<file path="src/rtl/branch_unit_if.sv">
// Decode-to-branch-unit bus: branch requests in, PC and RAS status out.
interface branch_unit_if #(
  parameter int unsigned WIDTH     = 16,
  parameter int unsigned RAS_DEPTH = 4
);
  localparam int unsigned CNT_W = $clog2(RAS_DEPTH) + 1;

  logic             step;
  logic             br_valid;
  logic [2:0]       br_op;
  logic [WIDTH-1:0] test_value;
  logic [WIDTH-1:0] dest_address;
  logic [WIDTH-1:0] pc;
  logic             taken_o;
  logic             flush_o;
  logic [CNT_W-1:0] ras_count;
  logic             ras_overflow;
  logic             ras_underflow;

  // Decode/fetch side: issues branch requests, observes PC and status.
  modport master (
    output step, br_valid, br_op, test_value, dest_address,
    input  pc, taken_o, flush_o, ras_count, ras_overflow, ras_underflow
  );

  // Branch unit side.
  modport slave (
    input  step, br_valid, br_op, test_value, dest_address,
    output pc, taken_o, flush_o, ras_count, ras_overflow, ras_underflow
  );
endinterface

</file>
<file path="src/rtl/branch_unit.sv">
// Branch/PC unit: owns the PC, resolves conditional jumps, CALL/RET via a
// circular return-address stack, and raises a flush window after redirects.
module branch_unit #(
  parameter int unsigned      WIDTH        = 16,
  parameter int unsigned      RAS_DEPTH    = 4,
  parameter int unsigned      FLUSH_CYCLES = 2,
  parameter logic [WIDTH-1:0] RESET_PC     = '0
) (
  input logic           clk,
  input logic           rst,
  branch_unit_if.slave  bus
);

  localparam int unsigned PTR_W = $clog2(RAS_DEPTH);
  localparam int unsigned CNT_W = PTR_W + 1;
  localparam int unsigned FC_W  = (FLUSH_CYCLES > 1) ? $clog2(FLUSH_CYCLES) : 1;

  localparam logic [2:0] OP_JMP  = 3'b000;
  localparam logic [2:0] OP_JEZ  = 3'b001;
  localparam logic [2:0] OP_JNZ  = 3'b010;
  localparam logic [2:0] OP_JGZ  = 3'b011;
  localparam logic [2:0] OP_JLZ  = 3'b100;
  localparam logic [2:0] OP_CALL = 3'b101;
  localparam logic [2:0] OP_RET  = 3'b110;

  typedef enum logic {RUN, FLUSH} state_t;

  state_t           state;
  logic [FC_W-1:0]  flush_cnt;
  logic [WIDTH-1:0] pc_q;
  logic             taken_q;
  logic             flush_q;
  logic [PTR_W-1:0] top;
  logic [CNT_W-1:0] count;
  logic             overflow_q;
  logic             underflow_q;
  logic [WIDTH-1:0] ras_mem [RAS_DEPTH];

  logic             decide_c;
  logic             taken_c;
  logic             push_c;
  logic             pop_c;
  logic             under_c;
  logic [WIDTH-1:0] pc_inc_c;
  logic [WIDTH-1:0] target_c;

  // Branch decision: only in RUN on a stepped cycle with a valid request.
  always_comb begin
    decide_c = bus.step && bus.br_valid && (state == RUN);
    taken_c  = 1'b0;
    push_c   = 1'b0;
    pop_c    = 1'b0;
    under_c  = 1'b0;
    pc_inc_c = pc_q + WIDTH'(1);
    target_c = bus.dest_address;
    if (decide_c) begin
      case (bus.br_op)
        OP_JMP:  taken_c = 1'b1;
        OP_JEZ:  taken_c = (bus.test_value == '0);
        OP_JNZ:  taken_c = (bus.test_value != '0);
        // Signed > 0: sign bit clear and not zero.
        OP_JGZ:  taken_c = !bus.test_value[WIDTH-1] && (bus.test_value != '0);
        // Signed < 0: sign bit set.
        OP_JLZ:  taken_c = bus.test_value[WIDTH-1];
        OP_CALL: begin
          taken_c = 1'b1;
          push_c  = 1'b1;
        end
        OP_RET: begin
          if (count != '0) begin
            taken_c  = 1'b1;
            pop_c    = 1'b1;
            target_c = ras_mem[top];
          end else begin
            under_c = 1'b1;
          end
        end
        default: ;
      endcase
    end
  end

  // PC, flush FSM, RAS pointer/count and sticky flags.
  always_ff @(posedge clk) begin
    if (rst) begin
      pc_q        <= RESET_PC;
      taken_q     <= 1'b0;
      flush_q     <= 1'b0;
      state       <= RUN;
      flush_cnt   <= '0;
      top         <= '0;
      count       <= '0;
      overflow_q  <= 1'b0;
      underflow_q <= 1'b0;
    end else if (bus.step) begin
      taken_q <= taken_c;
      pc_q    <= taken_c ? target_c : pc_inc_c;

      // A full-stack push overwrites the oldest entry; count saturates.
      if (push_c) begin
        top <= top + PTR_W'(1);
        if (count == CNT_W'(RAS_DEPTH)) begin
          overflow_q <= 1'b1;
        end else begin
          count <= count + CNT_W'(1);
        end
      end
      if (pop_c) begin
        top   <= top - PTR_W'(1);
        count <= count - CNT_W'(1);
      end
      if (under_c) begin
        underflow_q <= 1'b1;
      end

      case (state)
        RUN: begin
          if (taken_c) begin
            state     <= FLUSH;
            flush_cnt <= FC_W'(FLUSH_CYCLES - 1);
            flush_q   <= 1'b1;
          end
        end
        FLUSH: begin
          if (flush_cnt == '0) begin
            state   <= RUN;
            flush_q <= 1'b0;
          end else begin
            flush_cnt <= flush_cnt - FC_W'(1);
          end
        end
        default: state <= RUN;
      endcase
    end else begin
      taken_q <= 1'b0;
    end
  end

  // RAS storage: written with the return address on every CALL.
  always_ff @(posedge clk) begin
    if (!rst && bus.step && push_c) begin
      ras_mem[top + PTR_W'(1)] <= pc_inc_c;
    end
  end

  assign bus.pc            = pc_q;
  assign bus.taken_o       = taken_q;
  assign bus.flush_o       = flush_q;
  assign bus.ras_count     = count;
  assign bus.ras_overflow  = overflow_q;
  assign bus.ras_underflow = underflow_q;

endmodule

</file>
<file path="src/flat_wrapper.sv">
// flat-port wrapper written by rule: the top's interface ports become plain ports
module branch_unit_flat 
#(
  parameter int unsigned      WIDTH        = 16,
  parameter int unsigned      RAS_DEPTH    = 4,
  parameter int unsigned      FLUSH_CYCLES = 2,
  parameter logic [WIDTH-1:0] RESET_PC     = '0
)
  (clk, rst, bus_step, bus_br_valid, bus_br_op, bus_test_value, bus_dest_address, bus_pc, bus_taken_o, bus_flush_o, bus_ras_count, bus_ras_overflow, bus_ras_underflow);
  branch_unit_if #(.WIDTH(WIDTH), .RAS_DEPTH(RAS_DEPTH)) bus_i ();
  input logic clk;
  input logic rst;
  input wire logic [$bits(bus_i.step)-1:0] bus_step;
  input wire logic [$bits(bus_i.br_valid)-1:0] bus_br_valid;
  input wire logic [$bits(bus_i.br_op)-1:0] bus_br_op;
  input wire logic [$bits(bus_i.test_value)-1:0] bus_test_value;
  input wire logic [$bits(bus_i.dest_address)-1:0] bus_dest_address;
  output wire logic [$bits(bus_i.pc)-1:0] bus_pc;
  output wire logic [$bits(bus_i.taken_o)-1:0] bus_taken_o;
  output wire logic [$bits(bus_i.flush_o)-1:0] bus_flush_o;
  output wire logic [$bits(bus_i.ras_count)-1:0] bus_ras_count;
  output wire logic [$bits(bus_i.ras_overflow)-1:0] bus_ras_overflow;
  output wire logic [$bits(bus_i.ras_underflow)-1:0] bus_ras_underflow;
  assign bus_i.step = bus_step;
  assign bus_i.br_valid = bus_br_valid;
  assign bus_i.br_op = bus_br_op;
  assign bus_i.test_value = bus_test_value;
  assign bus_i.dest_address = bus_dest_address;
  assign bus_pc = bus_i.pc;
  assign bus_taken_o = bus_i.taken_o;
  assign bus_flush_o = bus_i.flush_o;
  assign bus_ras_count = bus_i.ras_count;
  assign bus_ras_overflow = bus_i.ras_overflow;
  assign bus_ras_underflow = bus_i.ras_underflow;
  branch_unit #(.WIDTH(WIDTH), .RAS_DEPTH(RAS_DEPTH), .FLUSH_CYCLES(FLUSH_CYCLES), .RESET_PC(RESET_PC)) u_core (.clk(clk), .rst(rst), .bus(bus_i));
endmodule
</file>
<file path="config.mk">
export PLATFORM = sky130hd
export DESIGN_NAME = branch_unit_flat
export DESIGN_NICKNAME = d
export VERILOG_FILES = /design/src/rtl/branch_unit_if.sv /design/src/rtl/branch_unit.sv /design/src/flat_wrapper.sv
export SDC_FILE = /design/constraint.sdc
export NUM_CORES = 1
export LEC_CHECK = 0
export CELL_PAD_IN_SITES_DETAIL_PLACEMENT = 1
export CELL_PAD_IN_SITES_GLOBAL_PLACEMENT = 2
export CORE_MARGIN = 1
export CORE_UTILIZATION = 39
export CTS_BUF_LIST = sky130_fd_sc_hd__clkbuf_4 sky130_fd_sc_hd__clkbuf_8
export CTS_CLUSTER_DIAMETER = 150
export CTS_CLUSTER_SIZE = 24
export DETAILED_ROUTE_END_ITERATION = 8
export PLACE_DENSITY = 0.83
export SETUP_SLACK_MARGIN = 0.3
export SLEW_MARGIN = 20
export SYNTH_ARGS = -nofsm -noshare
export SYNTH_HDL_FRONTEND = slang
export SYNTH_SLANG_ARGS = --single-unit
</file>
<file path="constraint.sdc">
create_clock -name clk -period 2.86 [get_ports clk]
set_clock_uncertainty 0.15 [all_clocks]
set_input_delay 0.429 -clock clk [delete_from_list [all_inputs] [get_ports clk]]
set_output_delay 0.429 -clock clk [all_outputs]
set_load 0.005 [all_outputs]
</file>
==> results of run 1 <==
## cell families after synthesis
family	after synthesis
DFF	93
and+or+nand+nor	90
AOI/OAI and AO/OA	49
muxes	33
buffers and inverters	27
xor gates and xnor gates	16
adders and majority gates	6
## sequential cells by signal (all words and copies together) (netlist names), named ones only
| name | flops |
|---|---|
| u_core.ras_mem | 64 |
| u_core.state | 1 |
| u_core.bus.flush_o | 1 |
| u_core.bus.pc | 16 |
| u_core.bus.ras_overflow | 1 |
| u_core.bus.ras_count | 3 |
| u_core.bus.ras_underflow | 1 |
| u_core.top | 2 |
| u_core.flush_cnt | 1 |
| u_core.bus.taken_o | 1 |
## synthesized netlist by cell type, types with 3 or more instances
cell type | instances | share of area (%)
inv_1 | 10 | 0.87
buf_2 | 7 | 0.81
and3_1 | 7 | 1.0
o311ai_1 | 7 | 1.4
nor2_1 | 10 | 0.87
nor4_1 | 10 | 1.5
edfxtp_1 | 64 | 45
o221ai_1 | 4 | 0.81
nor3_1 | 5 | 0.58
xor2_1 | 11 | 2.2
a211oi_1 | 3 | 0.52
o211ai_1 | 3 | 0.52
xnor2_1 | 5 | 1.0
dfxtp_1 | 29 | 13
o21ai_0 | 7 | 0.81
a21oi_1 | 9 | 1.0
nand3_1 | 10 | 1.2
a31oi_1 | 3 | 0.44
nand4_1 | 15 | 2.2
mux2i_1 | 10 | 2.3
mux2_2 | 6 | 1.6
ha_1 | 5 | 1.5
nand2_1 | 17 | 1.5
clkbuf_1 | 4 | 0.35
mux4_2 | 16 | 8.4
## final cells by class
class                      count  area, µm²
clock buffer                  10        131
clock inverter                 6       86.3
fill                        1085       5390
inverter                      11       41.3
multi-input combinational    194       1690
sequential                    93       2500
tap                          140        175
timing repair buffer          81        786
## power by group through the flow
stage / Clock, mW / Sequential (mW) / Combinational, mW
2_1_floorplan: 0 / 1.49 / 0.0909
3_3_place_gp: 0 / 1.50 / 0.207
3_5_place_dp: 0 / 1.50 / 0.213
4_1_cts: 0.987 / 1.47 / 0.215
5_1_grt: 1.03 / 1.47 / 0.230
6_report: 0.966 / 1.47 / 0.213
## layer usage
layer	track usage, %	vias to the layer above
li1	-	1399
met1	26.1	1496
met2	35.7	70
met3	2.67	11
met4	8.32	0
met5	0	-
## how the worst min path moves through the flow
stage	start	end	slack, ps	cells past startpoint
6_report	u_core.bus.ras_overflow	u_core.bus.ras_overflow	330	2
5_1_grt	u_core.bus.ras_overflow	u_core.bus.ras_overflow	360	2
4_1_cts	u_core.bus.ras_overflow	u_core.bus.ras_overflow	340	2
3_5_place_dp	u_core.bus.ras_overflow	u_core.bus.ras_overflow	320	2
3_3_place_gp	u_core.flush_cnt	u_core.flush_cnt	310	2
2_1_floorplan	u_core.flush_cnt	u_core.flush_cnt	290	2
## metrics by stage
| stage | utilization (%) | setup WS, ps | power (mW) |
|---|---|---|---|
| 3_5_place_dp | 48.1 | 121 | 1.71 |
| 4_1_cts | 50.1 | 481 | 2.67 |
| 2_1_floorplan | - | 399 | 1.58 |
| 5_1_grt | 50.1 | 376 | 2.73 |
| 6_report | 50.1 | 484 | 2.65 |
| 3_3_place_gp | 48.1 | 167 | 1.70 |
## worst max-delay path, cell delays in order (launching register included)
cell,delay [ps]
dfxtp_1,390
nor3_2,400
nor2_1,200
o31ai_4,610
a211oi_1,180
a311o_1,340
==> flow_summary.toml, run 1 <==
[synth]
yosysWarnings = 0
synth-seq-cells = 93
avgSynthCellArea_um2 = 13.7
muxShareOfSynthArea_pct = 12.6
synth_fa_ha_area_share_pct = 1.92
synth_edf_count = 64
synth_fp_nets = 359
synth_seq_area_share_pct = 58.1
synth_top_family_by_area = "multiplexers"
async_flop_share_pct = 0
synthCells = 314
synth_compound_area_share_pct = 9.12
synth_cell_types = 56
synthXorXnorAreaFrac_pct = 3.25
synth-main-ff-cell = "edfxtp_1"
synthSimpleGateAreaFrac_pct = 12.1
syn_area_um2 = 4310

[global_routing]
antenna_found_initial = 0
grt_max_degree = 21
grt_pass1_wl_um = 17400
overflow = 0
grt_pass1_vias = 3277
grtUsageTotal_pct = 20.6

[placement]
placed_cells = 519
port_buffers = 61
dp_hpwl_um = 7500
gp_congestion = 0.766
place_area_um2 = 5190

[detailed_routing]
postRouteAntennaNets = 0
wl_met3_um = 468
drc = 1
vias_per_cell = 5.56
wl_per_cell_um = 20.5
dr.first_iter.drc_count = 160
top_layer = "met4"
wl_met1_um = 4840
wirelength_um = 10900
num_vias = 2976
dr_wl_met2_um = 5480
first_pass_iters = 6

[setup_path]
reg2reg_from = "u_core.bus.ras_count[2]"
startpoint = "u_core.bus.ras_count[2]"
crit_arrival_ps = 2480
worstReg2RegEnd = "u_core.bus.pc[4]"
crit_path_end = "u_core.bus.pc[4]"
reg2reg_depth = 5
crit_required_ps = 2970
crit_fanout = 11
r2r_slack_ps = 480
crit_type = "reg -> reg"
cp-start-kind = "flip-flop"
endpoint_kind = "flip-flop"

[cells_and_area]
stdcell_count = 535
layout.nets = 435
drive_gt1_share_pct = 18.0
diodes = 0
finalInstanceArea_um2 = 5410
syn_to_final_growth_pct = 25.6
layout.cells.most_common = "edfxtp_1"
final_cell_mix = "64 x edfxtp_1, 61 x clkdlybuf4s50_1, 29 x dfxtp_1"

[timing]
timing.final.max_slew_violations = 0
period_needed_ps = 2380
setup_tns_ps = 0
hold_viol_final = 0
hold_ws_ps = 334
rsz0062_at_grt = "no"
min_period_over_period_pct = 83.1
relSlewSlack_pct = 57.5
worst_pin_slew_ps = 637
setup_viol = 0
fmaxAchievable_mhz = 421

[clocking]
clk_pin_slew_ps = 90
ctsHtreeMaxLevel = 3
root_buffer = "clkbuf_8"
insertion_delay_ps = 370
postCtsHoldBufs = 0
cts_max_path_buffers = 2
cts.sinks = 93
cts_made_buffers = 9
cts_setup_buffers = 0
ctsResizeCount = 0
cts_tree = "yes"

[power]
combPwrFrac_pct = 8.0
p_switching_mw = 0.584
seq_power_share_pct = 55.4
ir_worst_vdd_mv = 0.212
powerDensity_nw_per_um2 = 489
p_leak_nw = 1.84
intPower_mw = 2.06
clockPowerShare_pct = 36.5
switching_share_pct = 22.1

[floorplanning]
start_util_pct = 39.9
die_w_um = 107
core-area_um2 = 10800
fp-row-count = 38
io_pins = 62
dieArea_um2 = 11500
die-height_um = 107

[outcome]
status = "complete, but fails checks"
violations = "design-rule violations"

[worst_hold_path]
holdCritPathClass = "reg -> reg"

[flow_run]
maxCapViolCount = 0
No activity file was read; power rests on OpenSTA's default activity.
==> inputs of run 2 (changes only) <==
--- a/config.mk
+++ b/config.mk
@@ -8,12 +8,12 @@
 export CELL_PAD_IN_SITES_DETAIL_PLACEMENT = 1
 export CELL_PAD_IN_SITES_GLOBAL_PLACEMENT = 2
 export CORE_MARGIN = 1
-export CORE_UTILIZATION = 39
+export CORE_UTILIZATION = 35
 export CTS_BUF_LIST = sky130_fd_sc_hd__clkbuf_4 sky130_fd_sc_hd__clkbuf_8
 export CTS_CLUSTER_DIAMETER = 150
 export CTS_CLUSTER_SIZE = 24
 export DETAILED_ROUTE_END_ITERATION = 8
-export PLACE_DENSITY = 0.83
+export PLACE_DENSITY = 0.79
 export SETUP_SLACK_MARGIN = 0.3
 export SLEW_MARGIN = 20
 export SYNTH_ARGS = -nofsm -noshare
==> constraint.sdc (replaced) <==
create_clock -name clk -period 2 [get_ports clk]
set_clock_uncertainty 0.15 [all_clocks]
set_input_delay 0.3 -clock clk [delete_from_list [all_inputs] [get_ports clk]]
set_output_delay 0.3 -clock clk [all_outputs]
set_load 0.005 [all_outputs]
==> run 2 against run 1 <==
Net effect:
- the flow finishes with violations (negative setup slack)
- first-iteration DRC count rose by 69%
- maximum frequency rose by 15%
- worst setup slack got worse by 560 ps
- die area rose by 11%
- clock power rose by 39%
- via count rose by 26%
- critical path type unchanged
- global-route usage rose by 1.5 points
- non-clock buffer count rose by 103
- critical endpoint is now u_core.bus.ras_count[2]
- utilization rose by 8.6 points
- sequential cell count did not move
==> flow_summary.toml, run 2 (synthesis gave the netlist of run 1 again) <==
[outcome]
status = "complete, but fails checks"
violations = "negative setup slack"

[setup_path]
reg2reg_from = "u_core.state"
worstReg2RegEnd = "u_core.bus.ras_count[2]"
r2r_slack_ps = -70
reg2reg_depth = 7
crit_fanout = 4
crit_type = "reg -> reg"
cp-start-kind = "flip-flop"
endpoint_kind = "flip-flop"
crit_arrival_ps = 2230
crit_required_ps = 2160

[power]
powerDensity_nw_per_um2 = 555
p_total_mw = 3.91
p_leak_nw = 2.91
ir_worst_vdd_mv = 0.350

[worst_hold_path]
holdCritPathClass = "reg -> reg"
hold-path-cell-count = 2
min_to = "u_core.bus.ras_underflow"
min-delay-start = "u_core.bus.ras_underflow"

[cells_and_area]
area.sequential_um2 = 2540
final_cell_mix = "76 x buf_4, 64 x edfxtp_1, 28 x dlygate4sd2_1"
fillCellCount = 1153
largest_reg_flops = 64
diodes = 0
final_core_util_pct = 58.7
layout.cells.most_common = "buf_4"
stdcell_count = 645
drive_gt1_share_pct = 50.0
multi_input_area_um2 = 2160
syn_to_final_growth_pct = 63.8
regMostFlops = "u_core.ras_mem"
layout.nets = 538

[timing]
period_needed_ps = 2070
worst_pin_slew_ps = 519
layout_setup_ws_ps = -72.5
rsz0062_at_grt = "yes"
hold_viol_final = 0
setup_tns_ps = -187
timing.final.max_slew_violations = 0
setup_viol = 13
fmaxAchievable_mhz = 483
min_period_over_period_pct = 104
relSlewSlack_pct = 65.1

[clocking]
cts_made_buffers = 9
cts_tree = "yes"
cts_max_path_buffers = 2
insertion_delay_ps = 390
cts.sinks = 93
ctsHtreeMaxLevel = 3
root_buffer = "clkbuf_8"
clk_pin_slew_ps = 90

[detailed_routing]
dr.first_iter.drc_count = 270
wl_per_cell_um = 25.7
first_pass_iters = 4
vias_per_cell = 5.81
postRouteAntennaNets = 0
num_vias = 3746
wirelength_um = 16600
drc = 0

[global_routing]
overflow = 0
grt_pass1_vias = 3620
grtUsageTotal_pct = 22.2
grt_max_degree = 17
grt_pass1_wl_um = 20800
antenna_found_initial = 0

[floorplanning]
core-area_um2 = 12000
start_util_pct = 35.9
die-height_um = 113
dieArea_um2 = 12800
fp-row-count = 40
die_w_um = 113
io_pins = 62

[placement]
placed_cells = 572
port_buffers = 61
gp_congestion = 0.845
dp_hpwl_um = 8570

[flow_run]
maxCapViolCount = 0
==> run 2: cell types whose count changed in the layout (fill, tap and decap cells not counted), sizes merged <==
cell           delta
clkdlybuf4s50    -37
dlygate4sd2      +28
buf             +104
inv               +1
bufinv            -1
dlymetal6s2s      +8
clkinv            +1
clkinvlp          -1
==> run 2: area by class of cell <==
class / count / share of cell area (%)
clock buffers: 10 / 1.86
clock inverters: 6 / 0.976
inverters: 11 / 0.621
multi-input cells: 194 / 30.6
flip-flops and latches: 93 / 36.1
well taps: 147 / 2.61
repair buffers: 184 / 27.2
==> run 2: stage by stage <==
step	hold slack [ps]	cell area, µm²	setup WS, ps
after floorplan	293	4410	-21.3
after global placement	302	5650	-442
after detailed placement	315	5650	-475
after CTS	340	6470	-24.9
after global routing	375	7050	-135
final	354	7050	-72.5
==> run 2: per-layer routing <==
| layer | up-vias | track usage [%] | routed length [µm] |
|---|---|---|---|
| li1 | 1613 | - | - |
| met1 | 1928 | 28.5 | 6780 |
| met2 | 153 | 37.9 | 8430 |
| met3 | 52 | 2.79 | 690 |
| met4 | 0 | 9.56 | 681 |
| met5 | - | 0 | 0 |
==> run 2: worst max path at each step <==
stage	start	cells after the start	slack, ps	endpoint
6_report	u_core.state	7	-70	u_core.bus.ras_count[2]
5_1_grt	u_core.state	9	-130	u_core.bus.ras_count[1]
4_1_cts	u_core.state	7	-20	u_core.bus.ras_count[2]
3_5_place_dp	bus_br_op[1]	8	-480	u_core.bus.ras_count[2]
3_3_place_gp	bus_br_op[1]	8	-440	u_core.bus.pc[2]
2_1_floorplan	bus_step	9	-20	u_core.bus.ras_count[2]
==> run 2: critical path: stages (launching register included) <==
cell	delay (ps)
dfxtp_2	330
nand3b_4	200
nor3_4	220
inv_4	60
fa_2	360
xor2_1	210
or3_4	350
a21oi_2	130
==> run 2: where the power goes <==
group          switching (mW)  total (mW)  leakage (nW)  internal (mW)
combinational           0.235       0.487          1.92          0.253
clock                   0.735        1.34         0.102          0.602
sequential             0.0217        2.09         0.888           2.07
==> run 2: what timing repair did <==
action                                  CTS  global route
hold buffers                              0             0
pin swaps                                21            45
endpoints found under the setup margin  134           130
gates resized for setup                 108            72
endpoints found under the hold margin     0             0
buffers inserted                         24            27
cloned                                    6             0
